===== config.mk =====
export PLATFORM = sky130hd
export DESIGN_NAME = alu_arbiter
export DESIGN_NICKNAME = d
export VERILOG_FILES = /design/src/rtl/alu_pkg.sv /design/src/rtl/alu_arbiter_alu.sv /design/src/rtl/alu_arbiter.sv
export SDC_FILE = /design/constraint.sdc
export NUM_CORES = 1
export LEC_CHECK = 0
export BUFFER_PORTS_ARGS = -buffer_cell sky130_fd_sc_hd__buf_4
export CORE_MARGIN = 3
export CORE_UTILIZATION = 51
export DETAILED_ROUTE_END_ITERATION = 12
export GPL_TIMING_DRIVEN = 0
export PLACE_DENSITY = 0.78
export SLEW_MARGIN = 40
export SYNTH_ARGS = -nofsm -noshare
export SYNTH_HDL_FRONTEND = slang
export SYNTH_SLANG_ARGS = --single-unit

===== constraint.sdc =====
create_clock -name clk -period 5.1 [get_ports clk]
set_input_delay 0.51 -clock clk [delete_from_list [all_inputs] [get_ports clk]]
set_output_delay 0.51 -clock clk [all_outputs]
set_load 0.02 [all_outputs]

===== src/rtl/alu_pkg.sv =====
// alu_pkg: shared widths, ALU op-code constants and FSM state type for
// the alu_arbiter slice.
package alu_pkg;

    localparam int DATA_W_DEF = 32;
    localparam int OP_W       = 4;

    localparam logic [OP_W-1:0] OP_ADD = 4'b0000;
    localparam logic [OP_W-1:0] OP_SUB = 4'b0001;
    localparam logic [OP_W-1:0] OP_AND = 4'b0010;
    localparam logic [OP_W-1:0] OP_OR  = 4'b0011;
    localparam logic [OP_W-1:0] OP_XOR = 4'b0100;
    localparam logic [OP_W-1:0] OP_NOR = 4'b0101;

    typedef enum logic [1:0] {
        ST_IDLE = 2'd0,
        ST_EXEC = 2'd1,
        ST_RESP = 2'd2
    } state_e;

endpackage


===== src/rtl/alu_arbiter_alu.sv =====
// alu_arbiter_alu: purely combinational ALU datapath shared by all
// requesters. Unknown op codes produce a zero result.
module alu_arbiter_alu
    import alu_pkg::*;
#(
    parameter int DATA_W = DATA_W_DEF
) (
    input  logic [DATA_W-1:0] a_i,
    input  logic [DATA_W-1:0] b_i,
    input  logic [OP_W-1:0]   op_i,
    output logic [DATA_W-1:0] result_o,
    output logic              zero_o
);

    // Decode the op code; add/sub wrap naturally at DATA_W bits.
    always_comb begin
        // NOTE: the default assignment up front guarantees every path drives result_o, so no latch is inferred.
        result_o = '0;
        case (op_i)
            OP_ADD:  result_o = a_i + b_i;
            OP_SUB:  result_o = a_i - b_i;
            OP_AND:  result_o = a_i & b_i;
            OP_OR:   result_o = a_i | b_i;
            OP_XOR:  result_o = a_i ^ b_i;
            OP_NOR:  result_o = ~(a_i | b_i);
            default: result_o = '0;
        endcase
    end

    assign zero_o = (result_o == '0);

endmodule


===== src/rtl/alu_arbiter.sv =====
// alu_arbiter: two requesters share one ALU through an IDLE -> EXEC -> RESP
// handshake. Operands are latched on accept, evaluated for one cycle, and the
// registered result is held until the granted requester consumes it.
// Build option: define ALU_ARB_RR_EN for round-robin arbitration; when it is
// undefined requester 0 has fixed priority.
module alu_arbiter
    import alu_pkg::*;
#(
    parameter int DATA_W = DATA_W_DEF,
    parameter int NREQ   = 2
) (
    input  logic                   clk,
    input  logic                   rst,
    input  logic [NREQ-1:0]        req_valid,
    output logic [NREQ-1:0]        req_ready,
    input  logic [NREQ*DATA_W-1:0] req_a,
    input  logic [NREQ*DATA_W-1:0] req_b,
    input  logic [NREQ*OP_W-1:0]   req_op,
    output logic [NREQ-1:0]        rsp_valid,
    input  logic [NREQ-1:0]        rsp_ready,
    output logic [DATA_W-1:0]      rsp_result,
    output logic                   rsp_zero,
    output logic                   busy,
    output logic [15:0]            ops_done
);

    state_e            state_q, state_d;
    logic [DATA_W-1:0] a_q, b_q, result_q;
    logic [OP_W-1:0]   op_q;
    logic              grant_q;
    logic              zero_q;
    logic [15:0]       ops_done_q;

    logic              win_any;
    logic              win_idx;
    logic              accept;
    logic              complete;
    logic [DATA_W-1:0] alu_result;
    logic              alu_zero;

`ifdef ALU_ARB_RR_EN
    logic last_q;

    // Round-robin pick: on a tie the requester not granted last wins.
    always_comb begin
        win_any = |req_valid;
        if (req_valid[0] && req_valid[1]) begin
            win_idx = ~last_q;
        end else begin
            win_idx = ~req_valid[0];
        end
    end

    // Last-grant pointer; it only moves when a request is actually accepted.
    always_ff @(posedge clk) begin
        if (rst) begin
            last_q <= 1'b1;
        end else if (accept) begin
            last_q <= win_idx;
        end
    end
`else
    // Fixed priority pick: requester 0 wins whenever it is valid.
    always_comb begin
        win_any = |req_valid;
        win_idx = ~req_valid[0];
    end
`endif

    assign accept   = (state_q == ST_IDLE) && win_any;
    assign complete = (state_q == ST_RESP) && rsp_ready[grant_q];

    // State register.
    always_ff @(posedge clk) begin
        // NOTE: sequential state uses non-blocking assignments so every register samples pre-edge values.
        if (rst) begin
            state_q <= ST_IDLE;
        end else begin
            state_q <= state_d;
        end
    end

    // Next-state logic: EXEC lasts one cycle, RESP waits for the granted consumer.
    always_comb begin
        state_d = state_q;
        case (state_q)
            ST_IDLE: if (win_any)  state_d = ST_EXEC;
            ST_EXEC:               state_d = ST_RESP;
            ST_RESP: if (complete) state_d = ST_IDLE;
            default:               state_d = ST_IDLE;
        endcase
    end

    // Output decode: handshakes and busy follow the current state.
    always_comb begin
        req_ready = '0;
        rsp_valid = '0;
        busy      = (state_q != ST_IDLE);
        if (state_q == ST_IDLE && win_any) begin
            req_ready[win_idx] = 1'b1;
        end
        if (state_q == ST_RESP) begin
            rsp_valid[grant_q] = 1'b1;
        end
    end

    // Operand capture on accept so later input changes cannot disturb the operation.
    always_ff @(posedge clk) begin
        // NOTE: operand registers carry no reset; they are only consumed after an accept has loaded them.
        if (accept) begin
            a_q  <= req_a[int'(win_idx)*DATA_W +: DATA_W];
            b_q  <= req_b[int'(win_idx)*DATA_W +: DATA_W];
            op_q <= req_op[int'(win_idx)*OP_W +: OP_W];
        end
    end

    // Grant index and registered ALU result; result is captured at the end of EXEC.
    always_ff @(posedge clk) begin
        if (rst) begin
            grant_q  <= 1'b0;
            result_q <= '0;
            zero_q   <= 1'b0;
        end else begin
            if (accept) begin
                grant_q <= win_idx;
            end
            if (state_q == ST_EXEC) begin
                result_q <= alu_result;
                zero_q   <= alu_zero;
            end
        end
    end

    // Completed-response counter; wraps naturally at 16 bits.
    always_ff @(posedge clk) begin
        if (rst) begin
            ops_done_q <= '0;
        end else if (complete) begin
            ops_done_q <= ops_done_q + 16'd1;
        end
    end

    alu_arbiter_alu #(
        .DATA_W (DATA_W)
    ) u_alu (
        .a_i      (a_q),
        .b_i      (b_q),
        .op_i     (op_q),
        .result_o (alu_result),
        .zero_o   (alu_zero)
    );

    assign rsp_result = result_q;
    assign rsp_zero   = zero_q;
    assign ops_done   = ops_done_q;

endmodule


==> results of run 1 <==
==> final timing paths <==
path                                            startpoint                         end  slack [ns]  depth (start not counted)
worst min-delay path                             req_b[27]           b_q[27]$_DFFE_PP_        0.38                          2
worst max-delay path                     op_q[1]$_DFFE_PP_       rsp_zero$_SDFFE_PP0N_        0.17                         20
worst min register to register  rsp_result[7]$_SDFFE_PP0N_  rsp_result[7]$_SDFFE_PP0N_        0.48                          2
worst max register to register           op_q[1]$_DFFE_PP_       rsp_zero$_SDFFE_PP0N_        0.17                         20
==> cell type report <==
type,count,area (um^2)
Fill cell,1414,5995
Clock inverter,15,155.1
Multi-Input combinational cell,789,6070
Sequential cell,120,3083
Timing Repair Buffer,201,1544
Clock buffer,17,425.4
Buffer,56,319.1
Inverter,72,270.3
Tap cell,229,286.5
==> flip-flops by register name, summed over array words and instances, names as in the netlist <==
register	flops
a_q	32
b_q	32
rsp_result	32
grant_q	1
rsp_zero	1
ops_done	16
op_q	4
state_q	2
==> critical path, delay by kind of cell, from the launching register on <==
family,cells,cell delay (ns)
fa+ha+maj,1,0.55
simple gates,8,2.06
flops,1,0.39
buf+inv,6,1.05
compound gates,5,0.77
==> Yosys cell counts, types with 4 or more instances <==
cell type | number | area share, %
dfxtp_1 | 52 | 11
or3_1 | 7 | 0.46
nor2b_1 | 6 | 0.39
nand4_1 | 16 | 1.1
inv_1 | 72 | 2.8
a21oi_1 | 75 | 3.9
a31oi_1 | 10 | 0.66
nor2_1 | 96 | 3.8
ha_1 | 97 | 13
o211a_1 | 5 | 0.53
and2_1 | 4 | 0.26
a221oi_1 | 23 | 2.1
nand2b_1 | 7 | 0.46
a221o_1 | 5 | 0.53
nor3_1 | 18 | 0.95
nor4_1 | 7 | 0.46
o21ai_1 | 5 | 0.26
a211oi_1 | 34 | 2.7
xor2_1 | 21 | 1.9
mux2_2 | 68 | 8.1
clkbuf_1 | 38 | 1.5
o22ai_1 | 9 | 0.59
and3_1 | 10 | 0.66
nand2_1 | 58 | 2.3
o41ai_1 | 4 | 0.37
nand3_1 | 12 | 0.63
a21o_1 | 12 | 0.95
mux2i_1 | 5 | 0.53
o21a_1 | 5 | 0.39
o21ai_0 | 55 | 2.9
edfxtp_1 | 68 | 21
xnor2_1 | 41 | 3.8
a41oi_1 | 5 | 0.46
buf_2 | 13 | 0.68
o211ai_1 | 6 | 0.47
==> cell families after synthesis <==
group / count (synthesis)
AND/OR/NAND/NOR: 267
flip-flops: 120
buffers and inverters: 132
adder cells (fa/ha/maj): 98
AO/OA/AOI/OAI: 288
XOR/XNOR: 63
multiplexers: 73
==> metal layers <==
| metal | part of all wire, % | up-vias | track usage [%] |
|---|---|---|---|
| li1 | - | 4285 | - |
| met1 | 42 | 4198 | 37.08 |
| met5 | 0 | - | 0 |
| met2 | 45 | 518 | 42.95 |
| met4 | 3.4 | 0 | 10.41 |
| met3 | 10 | 90 | 5.679 |
==> per-stage QoR <==
step	utilization, %	worst slack (ns)	setup TNS [ns]	hold WS (ns)
4_1_cts	65.97	0.002485	0	0.3772
6_report	66.97	0.1716	0	0.3827
2_1_floorplan	-	0.04037	0	0.4814
5_1_grt	66.97	0.003971	0	0.3803
3_3_place_gp	61.99	-1.268	-68.38	0.4512
3_5_place_dp	62.35	-1.282	-4.303	0.4725
==> what timing repair did <==
| action | 4_1_cts | 5_1_grt |
|---|---|---|
| setup buffers | 1 | 4 |
| endpoints found under the setup margin | 17 | 1 |
| pin swaps | 3 | 11 |
| gates resized for setup | 22 | 40 |
==> power groups by stage <==
stage	registers (W)	clock network [W]	logic (W)
final	0.00124	0.00117	0.00155
after floorplan	0.00126	0	0.000955
after detailed placement	0.00125	0	0.00141
after CTS	0.00123	0.00118	0.00145
after global placement	0.00125	0	0.00137
after global routing	0.00125	0.00123	0.00168
==> results.md, run 1 <==
- Outcome: completed
- CP max stage cell: fa_2
- Final setup vio count: 0
- Die area: between 20000 and 25000 um^2
- Avg WL per Cell: about 19 um
- Vias: 9091
- Cells after Synth: between 1000 and 1500
- DR iter-0 viols: approximately 770
- Pwr Density: between 300 and 400 nW/um^2
- Cells along the critical path: clkbuf_4, buf_4, nor3_4, buf_8, buf_6, nand2_2, buf_6, a21o_1, fa_2, or2_2, a21oi_1, a211oi_2, buf_4, a41oi_1, or4_1, nor4_2, nand4_1, or4b_1, nand4b_1, o41ai_2
- Yosys reg bits: 120
- Syn Nets: between 1000 and 1500
- Period utilisation layout: ~97%
- N_diodes: 0
- Maximum level of the CTS H-tree: 4
- Setup repair after global routing missed its margin: no
- Synth Area in Adders: around 13%
- Switching power: approximately 0.0015 W
- Post-Place Cell Area: ~11000 um^2
- Initial Utilization: 52.40%
- IO Port Bufs: around 190
- CP Capture Type: register
- CTS sink count: 120
- Net Sw Frac: a little under two fifths
- Fin. Hold Viols: 0
- Clk root buf: clkbuf_16
- Max Clk Rate: roughly 200 MHz
- Post-synthesis xor/xnor area fraction: under 10%
- Global-route congestion overflow total: 0
- TritonCTS clock tree: built
- DP Cell Count: approximately 1500
- Max-slew headroom: between 50% and 60%
- CP max stage delay: between 0.5 and 0.6 ns
- Dpl hpwl: 22.18 mm
- DR DRC count: 0
- Vias/cell: 6.065
- Mux contribution to synthesized area: ~8.6%
- Number of synthesized flops with an enable pin: around 70
- Reg clk slew, reported paths: around 0.060 ns
- # nets final: approximately 1500
- Bufs on Longest Clock Path: 2
- Worst-margin pin slew: between 0.7 and 0.8 ns
- Core area: 18150 um^2
- Share of layout cells above drive strength 1: around 30%
- Post-Synth Simple-Gate Area: 13.95%
- Yosys warnings: 0
- P_int: 0.002503 W
- Antenna violations before repair: 0
- Cts-stage hold buffer count: 0
- Routability cong.: 0.9856
- Routed Antenna Nets: 0
- Arrival @ worst endpoint: around 5.3 ns
- Compound-Gate Fraction of Synth Area: around a fifth
- Largest family of logic cells by synthesized area: compound AO/OA/AOI/OAI gates
- Final Slew Violations: 0
- Crit Path Class: register to register
- Syn Area/Cell: approximately 9.1 um^2
- WP data required: around 5.4 ns
- Final cell count without fillers: between 1000 and 1500
- Sequential power share: approximately 31%
- Max_cap viols: 0
- Final min period: about 5 ns
- Vias in the first global route: ~8600
- Skew-Pair Late Insertion Delay: ~0.43 ns
- # IOs: around 200
- Main synth FF type: edfxtp_1
- Synthesized area: about 9500 um^2
- TritonRoute pass-1 iters: 5
- P_leak: 5.195 nW
- Worst-path fanout max: 10
- Die width: between 100 and 150 um
- CP startpoint kind: register
- Share of the yosys chip area belonging to registers: roughly 32%
- Combinational share of power: roughly two fifths
- Fin Clk Skew: 0.01447 ns
- WL final: around 28 mm
- Clock power share: between 20 and 30%
- Pwr Total: approximately 0.0040 W
- Worst hold path type: input pin to register
- VDD IR-drop max: about 260 uV
- Area grow syn2layout: 27.80%
- Largest net degree at the start of global routing: 29
- Commonest non-fill, non-tap cells in the layout: 201 x buf_4, 94 x nor2_1, 94 x ha_1
- Ys async rst share: 0%
- Commonest non-fill, non-tap cell in the layout: buf_4
- Chip height: about 140 um
- First-pass GRT wire length: between 40 and 50 mm
- Number of core rows: 49
- Design Area, Final: roughly 12000 um^2
- Gr usage total: between 20 and 30%
- Synth unique cells: 82
- TritonCTS Buffers: 17
(Power assumes the default switching activity.)
==> run 2: changes to the inputs <==
--- a/config.mk
+++ b/config.mk
@@ -5,12 +5,15 @@
 export SDC_FILE = /design/constraint.sdc
 export NUM_CORES = 1
 export LEC_CHECK = 0
+export ABC_AREA = 1
 export BUFFER_PORTS_ARGS = -buffer_cell sky130_fd_sc_hd__buf_4
 export CORE_MARGIN = 3
-export CORE_UTILIZATION = 51
+export CORE_UTILIZATION = 52
 export DETAILED_ROUTE_END_ITERATION = 12
 export GPL_TIMING_DRIVEN = 0
+export MAX_ROUTING_LAYER = met4
 export PLACE_DENSITY = 0.78
+export RECOVER_POWER = 25
 export SLEW_MARGIN = 40
 export SYNTH_ARGS = -nofsm -noshare
 export SYNTH_HDL_FRONTEND = slang
==> run 2 against run 1 <==
Maximum frequency up 15%. Final area increased by 6.3%. Worst hold slack worse by 0.038 ns. First-iteration DRC count increased by 39%. Highest routed layer unchanged.
==> results.md, run 2 <==
- Outcome: completed
- Routability cong.: 0.9466 (-4.0%)
- Most frequent cell after synthesis: nand2_1
- Worst-margin pin slew: 0.6533 ns (-0.08609 ns)
- Dpl hpwl: 25.52 mm (+15%)
- Final setup vio count: 0 (unchanged)
- Initial Utilization: 53.68% (+1.3 points)
- Chip height: 148.7 um (+4.3%)
- TritonRoute pass-1 iters: 5 (unchanged)
- Cells after Synth: 1632 (+57%)
- # nets final: 2086 (+39%)
- Syn Area/Cell: 6.485 um^2 (-29%)
- Crit Path Class: register to register
- Max Clk Rate: 233.7 MHz (+15%)
- First-pass GRT wire length: 50.17 mm (+13%)
- Vias: 10920 (+20%)
- Yosys reg bits: 120 (unchanged)
- Largest net degree at the start of global routing: 50 (+72%)
- Fin Clk Skew: 0.01218 ns (-0.002287 ns)
- CP max stage delay: 0.48 ns (-0.07 ns)
- CP max stage cell: edfxtp_1
- Top cell type's share of synthesized area: 19.29% (-2.2 points)
- Pwr Total: 0.003990 W (+0.88%)
- CP Capture Type: register
- Max-slew headroom: 56.18% (+6.0 points)
- Share of the yosys chip area belonging to registers: 29.13% (-3.3 points)
- Number of synthesized flops with an enable pin: 68 (unchanged)
- Synth unique cells: 49 (-40%)
- Synth cell count leaders: 534 x nand2_1, 256 x inv_1, 181 x nor2_1, 131 x nand3_1, 97 x ha_1
- Skew-Pair Late Insertion Delay: 0.43 ns (about the same)
- Die width: 148.7 um (+4.3%)
- Yosys warnings: 0 (unchanged)
- Syn Nets: 1872 (+46%)
- Maximum level of the CTS H-tree: 4 (unchanged)
- CP startpoint kind: register
- TritonCTS clock tree: built
- IO Port Bufs: 194 (+0.52%)
- Share of layout cells above drive strength 1: 15.28% (-15 points)
- P_leak: 7.121 nW (+37%)
- Routed Antenna Nets: 0 (unchanged)
- Setup bufs post-CTS: 0 (-1)
- Vias in the first global route: 9986 (+16%)
- WP data required: 5.45 ns (+0.03 ns)
- Clk root buf: clkbuf_16
- Setup_tns: 0 ns (unchanged)
- Reg clk slew, reported paths: 0.06 ns (about the same)
- Commonest non-fill, non-tap cells in the layout: 534 x nand2_1, 255 x inv_1, 185 x buf_4
- Top cells by area, synth: edfxtp_1 19%, nand2_1 19%, ha_1 11%
- Core area: 19720 um^2 (+8.7%)
- Bufs on Longest Clock Path: 2 (unchanged)
- Setup repair after global routing missed its margin: no
- CTS sink count: 120 (unchanged)
- Final Slew Violations: 0 (unchanged)
- DR DRC count: 0 (unchanged)
- Avg WL per Cell: 14.82 um (-22%)
- Worst hold path type: input pin to register
- Max_cap viols: 0 (unchanged)
- WL final: 31.48 mm (+11%)
- Gr usage total: 29.30% (+2.0 points)
- Synthesized area: 10580 um^2 (+11%)
- TritonCTS Buffers: 17 (unchanged)
- Arrival @ worst endpoint: 4.63 ns (-0.62 ns)
- Antenna violations before repair: 0 (unchanged)
- Commonest non-fill, non-tap cell in the layout: nand2_1
- Area grow syn2layout: 22.07%
- DR iter-0 viols: 1071 (+39%)
- Die area: 22100 um^2 (+8.8%)
- Synth area leader: edfxtp_1
- Main synth FF type: edfxtp_1
- N_diodes: 0 (unchanged)
- Period utilisation layout: 83.91% (-13 points)
- Cells along the critical path: inv_1, nand3_1, nor2_2, nand2_1, nor3_1, inv_1, o21ai_0, xor2_1, inv_1, ha_1, nand2_1, nor2_2, inv_1, nor3_1, nand3_1, nand3_1, nand2_1, nand3_1, nand2_1, nor3_2, nand3_1, a21oi_2
- Global-route congestion overflow total: 0 (unchanged)
- Cts-stage hold buffer count: 0 (unchanged)
- VDD IR-drop max: 223.3 uV (-15%)
- Worst-path fanout max: 5 (-5)
- Fin. Hold Viols: 0 (unchanged)
- Number of core rows: 51 (+4.1%)
- Final min period: 4.279 ns (-0.6492 ns)
- Vias/cell: 5.142 (-15%)
- Most frequent CP cell: nand3_1
- Pwr Density: 308.8 nW/um^2 (-5.1%)
- Ys async rst share: 0% (unchanged)
- # IOs: 196 (unchanged)
- Resized cells post-CTS: 0 (-100%)
run 2: cell count changes in the layout (fill, tap and decap cells not counted), sizes merged, moves of 9 or more:
cell / before / now
nor2: 96 / 195
nand2: 59 / 548
and3: 10 / 0
xor2: 21 / 30
o22ai: 9 / 0
inv: 73 / 267
a221oi: 24 / 7
mux2: 68 / 0
xnor2: 42 / 0
a21oi: 76 / 43
a211oi: 37 / 17
nand3: 12 / 133
buf: 221 / 204
run 2: area by class of cell:
type,count,area [um^2]
multi-input combinational,1198,6264
buffer,48,239.0
timing repair buffer,195,1428
clock buffer,21,491.7
clock inverter,11,82.58
tap,265,331.6
fill,1844,6798
inverter,266,1001
sequential,120,3083
run 2: worst max-delay path: cells and delay by family, from the launching register on:
family                     cells  cell delay, ns
AOI/OAI and AO/OA              2            0.44
and+or+nand+nor               14            2.29
buffers and inverters          4            0.40
adders and majority gates      1            0.39
DFF                            1            0.48
xor gates and xnor gates       1            0.20
run 2: power breakdown:
part | switching [W] | total [W] | internal, W | leakage [nW]
logic | 0.00101 | 0.00155 | 0.000548 | 5.74
registers | 0.000104 | 0.00125 | 0.00114 | 1.10
clock network | 0.000494 | 0.00119 | 0.000695 | 0.286
total | 0.00160 | 0.00399 | 0.00239 | 7.12
run 2: path summary, 6_finish.rpt:
check | startpoint | to | slack, ns | depth (start not counted)
worst min-delay path | req_a[38] | a_q[6]$_DFFE_PP_ | 0.35 | 3
worst max-delay path | b_q[0]$_DFFE_PP_ | rsp_zero$_SDFFE_PP0N_ | 0.82 | 22
worst min register to register | ops_done[15]$_SDFFE_PP0P_ | ops_done[15]$_SDFFE_PP0P_ | 0.47 | 2
worst max register to register | b_q[0]$_DFFE_PP_ | rsp_zero$_SDFFE_PP0N_ | 0.82 | 22
run 2: layer usage:
| layer | vias up | GRT usage (%) | share of wire, % |
|---|---|---|---|
| met5 | - | - | 0 |
| met4 | 0 | 6.790 | 1.5 |
| met3 | 32 | 3.382 | 7.4 |
| met2 | 451 | 46.12 | 45 |
| met1 | 4869 | 40.82 | 46 |
| li1 | 5570 | - | - |
run 2: stage by stage:
step                util [%]  instances  setup WS, ns  instance area [um^2]  hold slack (ns)
global placement       62.75       2091         1.055                 12370           0.4572
CTS                    65.77       2124        0.9113                 12970           0.3417
floorplan                  -       1632         1.775                 10580           0.4850
global route           65.52       2124        0.4639                 12920           0.3447
finish                 65.52       2124        0.8207                 12920           0.3451
detailed placement     62.86       2092        0.9457                 12390           0.4629
run 2: kinds of logic (layout without fill, tap and decap cells):
| group | Yosys count | in the layout | synth area share [%] |
|---|---|---|---|
| buffers and inverters | 314 | 541 | 11.69 |
| flip-flops | 120 | 120 | 29.13 |
| adder cells (fa/ha/maj) | 98 | 98 | 11.66 |
| XOR/XNOR | 30 | 30 | 2.483 |
| AND/OR/NAND/NOR | 918 | 918 | 36.45 |
| AO/OA/AOI/OAI | 152 | 152 | 8.594 |
==> run 3: changes to the inputs <==
--- a/config.mk
+++ b/config.mk
@@ -8,11 +8,11 @@
 export ABC_AREA = 1
 export BUFFER_PORTS_ARGS = -buffer_cell sky130_fd_sc_hd__buf_4
 export CORE_MARGIN = 3
-export CORE_UTILIZATION = 52
+export CORE_UTILIZATION = 58
 export DETAILED_ROUTE_END_ITERATION = 12
 export GPL_TIMING_DRIVEN = 0
 export MAX_ROUTING_LAYER = met4
-export PLACE_DENSITY = 0.78
+export PLACE_DENSITY = 0.83
 export RECOVER_POWER = 25
 export SLEW_MARGIN = 40
 export SYNTH_ARGS = -nofsm -noshare
==> constraint.sdc (replaced) <==
create_clock -name clk -period 4.31 [get_ports clk]
set_input_delay 0.431 -clock clk [delete_from_list [all_inputs] [get_ports clk]]
set_output_delay 0.431 -clock clk [all_outputs]
set_load 0.02 [all_outputs]
==> run 3 against run 2 <==
Highest routed layer unchanged. Sequential cell count is the same. Core utilization rose by 8.3 points. Final area is 0.52% higher. First-iteration DRC count is 4.0% higher. Maximum frequency is 3.3% higher. Die area fell by 9.9%. Critical endpoint unchanged. Register-to-register slack worse by 0.65 ns. Count of clock-buffer cells in the layout grew 1. Global-route usage up 1.8 points. Clock skew rose by 0.00071 ns. Total power grew 20%. Sequential power increased by 18%.
==> results.md, run 3 (synthesized netlist as in run 2, its figures left out) <==
- Vias/cell: 5.352 (+4.1%)
- Period utilisation layout: 96.14% (+12 points)
- First-pass GRT wire length: 48.64 mm (-3.1%)
- Final setup vio count: 0 (unchanged)
- Switching power: 0.001878 W (+17%)
- Outcome: completed
- # fillers: 1451 (-21%)
- Bufs on Longest Clock Path: 2 (unchanged)
- Commonest non-fill, non-tap cell in the layout: nand2_1
- # nets final: 2090 (+0.19%)
- Vias: 11180 (+2.3%)
- Dpl hpwl: 24.40 mm (-4.4%)
- Combinational share of power: 39.1% (+0.2 points)
- Setup_tns: 0 ns (unchanged)
- DR DRC count: 0 (unchanged)
- Number of core rows: 48 (-5.9%)
- Largest net degree at the start of global routing: 51 (+2.0%)
- WL final: 30.68 mm (-2.6%)
- TritonRoute pass-1 iters: 6 (+1)
- CP startpoint kind: register
- Fin Clk Skew: 0.01290 ns (+0.0007146 ns)
- Fin. Hold Viols: 0 (unchanged)
- Clock power share: 30.1% (+0.3 points)
- Core area: 17600 um^2 (-11%)
- P_int: 0.002905 W (+22%)
- Pwr Total: 0.004784 W (+20%)
- Cts-stage hold buffer count: 0 (unchanged)
- Initial Utilization: 60.15% (+6.5 points)
- DR iter-0 viols: 1114 (+4.0%)
- Maximum level of the CTS H-tree: 4 (unchanged)
- Reg clk slew, reported paths: 0.07 ns (about the same)
- Register area: 3083 um^2 (unchanged)
- Arrival @ worst endpoint: 4.51 ns (-0.12 ns)
- DP Cell Count: 2052 (-1.9%)
- Die area: 19910 um^2 (-9.9%)
- Worst hold path type: input pin to register
- Clk root buf: clkbuf_16
- Sequential power share: 30.8% (-0.4 points)
- Die width: 141.1 um (-5.1%)
- TritonCTS Buffers: 17 (unchanged)
- TritonCTS clock tree: built
- Net Sw Frac: 39.27% (-0.94 points)
- Max Clk Rate: 241.3 MHz (+3.3%)
- Avg WL per Cell: 14.69 um (-0.87%)
- Layout Utilization: 73.81% (+8.3 points)
- # IOs: 196 (unchanged)
- Gr usage total: 31.14% (+1.8 points)
- Worst R2R Setup Slack: 0.17 ns (-0.65 ns)
- Crit Path Class: register to register
- IO Port Bufs: 194 (unchanged)
- N_diodes: 0 (unchanged)
- Final Slew Violations: 0 (unchanged)
- CP Capture Type: register
- CTS sink count: 120 (unchanged)
- Final cell count without fillers: 2088 (-1.7%)
- Worst-margin pin slew: 0.6410 ns (-0.01232 ns)
- Antenna violations before repair: 0 (unchanged)
- Pwr Density: 368.3 nW/um^2 (+19%)
- Vias in the first global route: 10230 (+2.5%)
- Max_cap viols: 0 (unchanged)
- Commonest non-fill, non-tap cells in the layout: 532 x nand2_1, 253 x inv_1, 192 x buf_4
- Chip height: 141.1 um (-5.1%)
- Post-place setup slack: 0.2145 ns (-0.7312 ns)
- Global-route congestion overflow total: 0 (unchanged)
- Routability cong.: 1.056 (+12%)
- Max-slew headroom: 57.26% (+1.1 points)
- Routed Antenna Nets: 0 (unchanged)
- Final Worst Setup Slack: 0.1662 ns (-0.6545 ns)
- Share of layout cells above drive strength 1: 16.43% (+1.1 points)
- VDD IR-drop max: 318.8 uV (+43%)
- Skew-Pair Late Insertion Delay: 0.43 ns (about the same)
- WP data required: 4.67 ns (-0.78 ns)
- Multi-input logic area: 6326 um^2 (+1.0%)
- Final min period: 4.144 ns (-0.1355 ns)
- Area grow syn2layout: 22.71%
- P_leak: 7.172 nW (+0.71%)
- Worst-path fanout max: 4 (-1)
run 3: cell type report:
class / instances / share of cell area [%]
Buffer: 48 / 1.850
Clock buffer: 22 / 3.854
Clock inverter: 10 / 0.6647
Inverter: 266 / 7.707
Multi-Input combinational cell: 1198 / 48.71
Sequential cell: 120 / 23.74
Tap cell: 225 / 2.168
Timing Repair Buffer: 199 / 11.31
run 3: layer usage:
metal / part of all wire [%] / GRT usage, %
met5: 0 / -
met4: 2.8 / 11.63
met2: 45 / 48.96
met1: 44 / 40.47
met3: 8.7 / 5.190
run 3: path summary, 6_finish.rpt:
path | startpoint | endpoint | depth (start not counted)
worst max-delay path | b_q[0]$_DFFE_PP_ | rsp_zero$_SDFFE_PP0N_ | 25
worst min-delay path | req_b[33] | b_q[1]$_DFFE_PP_ | 3
worst min register to register | ops_done[15]$_SDFFE_PP0P_ | ops_done[15]$_SDFFE_PP0P_ | 2
worst max register to register | b_q[0]$_DFFE_PP_ | rsp_zero$_SDFFE_PP0N_ | 25
run 3: critical path, stage by stage (launching register included):
cell and delay, ns:
edfxtp_1 0.49, inv_2 0.12, ha_1 0.17, nand3_1 0.12, nor2_2 0.20, nand4_2 0.13, nor2_1 0.11, nand2_1 0.09
nor2_2 0.12, nand3_2 0.11, o21ai_4 0.22, buf_4 0.15, xor2_1 0.06, ha_1 0.37, nand2_1 0.12, nor2_1 0.21
inv_2 0.10, nor3_4 0.15, nand3_1 0.15, nand2_1 0.11, nand2_1 0.06, nand3_1 0.08, nand2_1 0.15, nor3_2 0.20
nand3_1 0.13, a21oi_2 0.15
run 3: power groups by stage:
stage / registers (W) / clock network, W / logic, W
global placement: 0.00149 / 0 / 0.00173
finish: 0.00147 / 0.00144 / 0.00187
detailed placement: 0.00149 / 0 / 0.00179
CTS: 0.00147 / 0.00145 / 0.00181
floorplan: 0.00149 / 0 / 0.00123
global route: 0.00148 / 0.00149 / 0.00210
run 3: per-stage QoR:
stage	hold slack, ns	cell area, um^2
after floorplan	0.4850	10580
after global placement	0.4558	12320
after detailed placement	0.4711	12340
after CTS	0.2552	12930
after global routing	0.2672	12990
final	0.2658	12990
run 3: what timing repair did:
action                                  in CTS  in global routing
gates resized for setup                      0                 19
setup buffers                                0                  4
endpoints found under the setup margin       0                  2
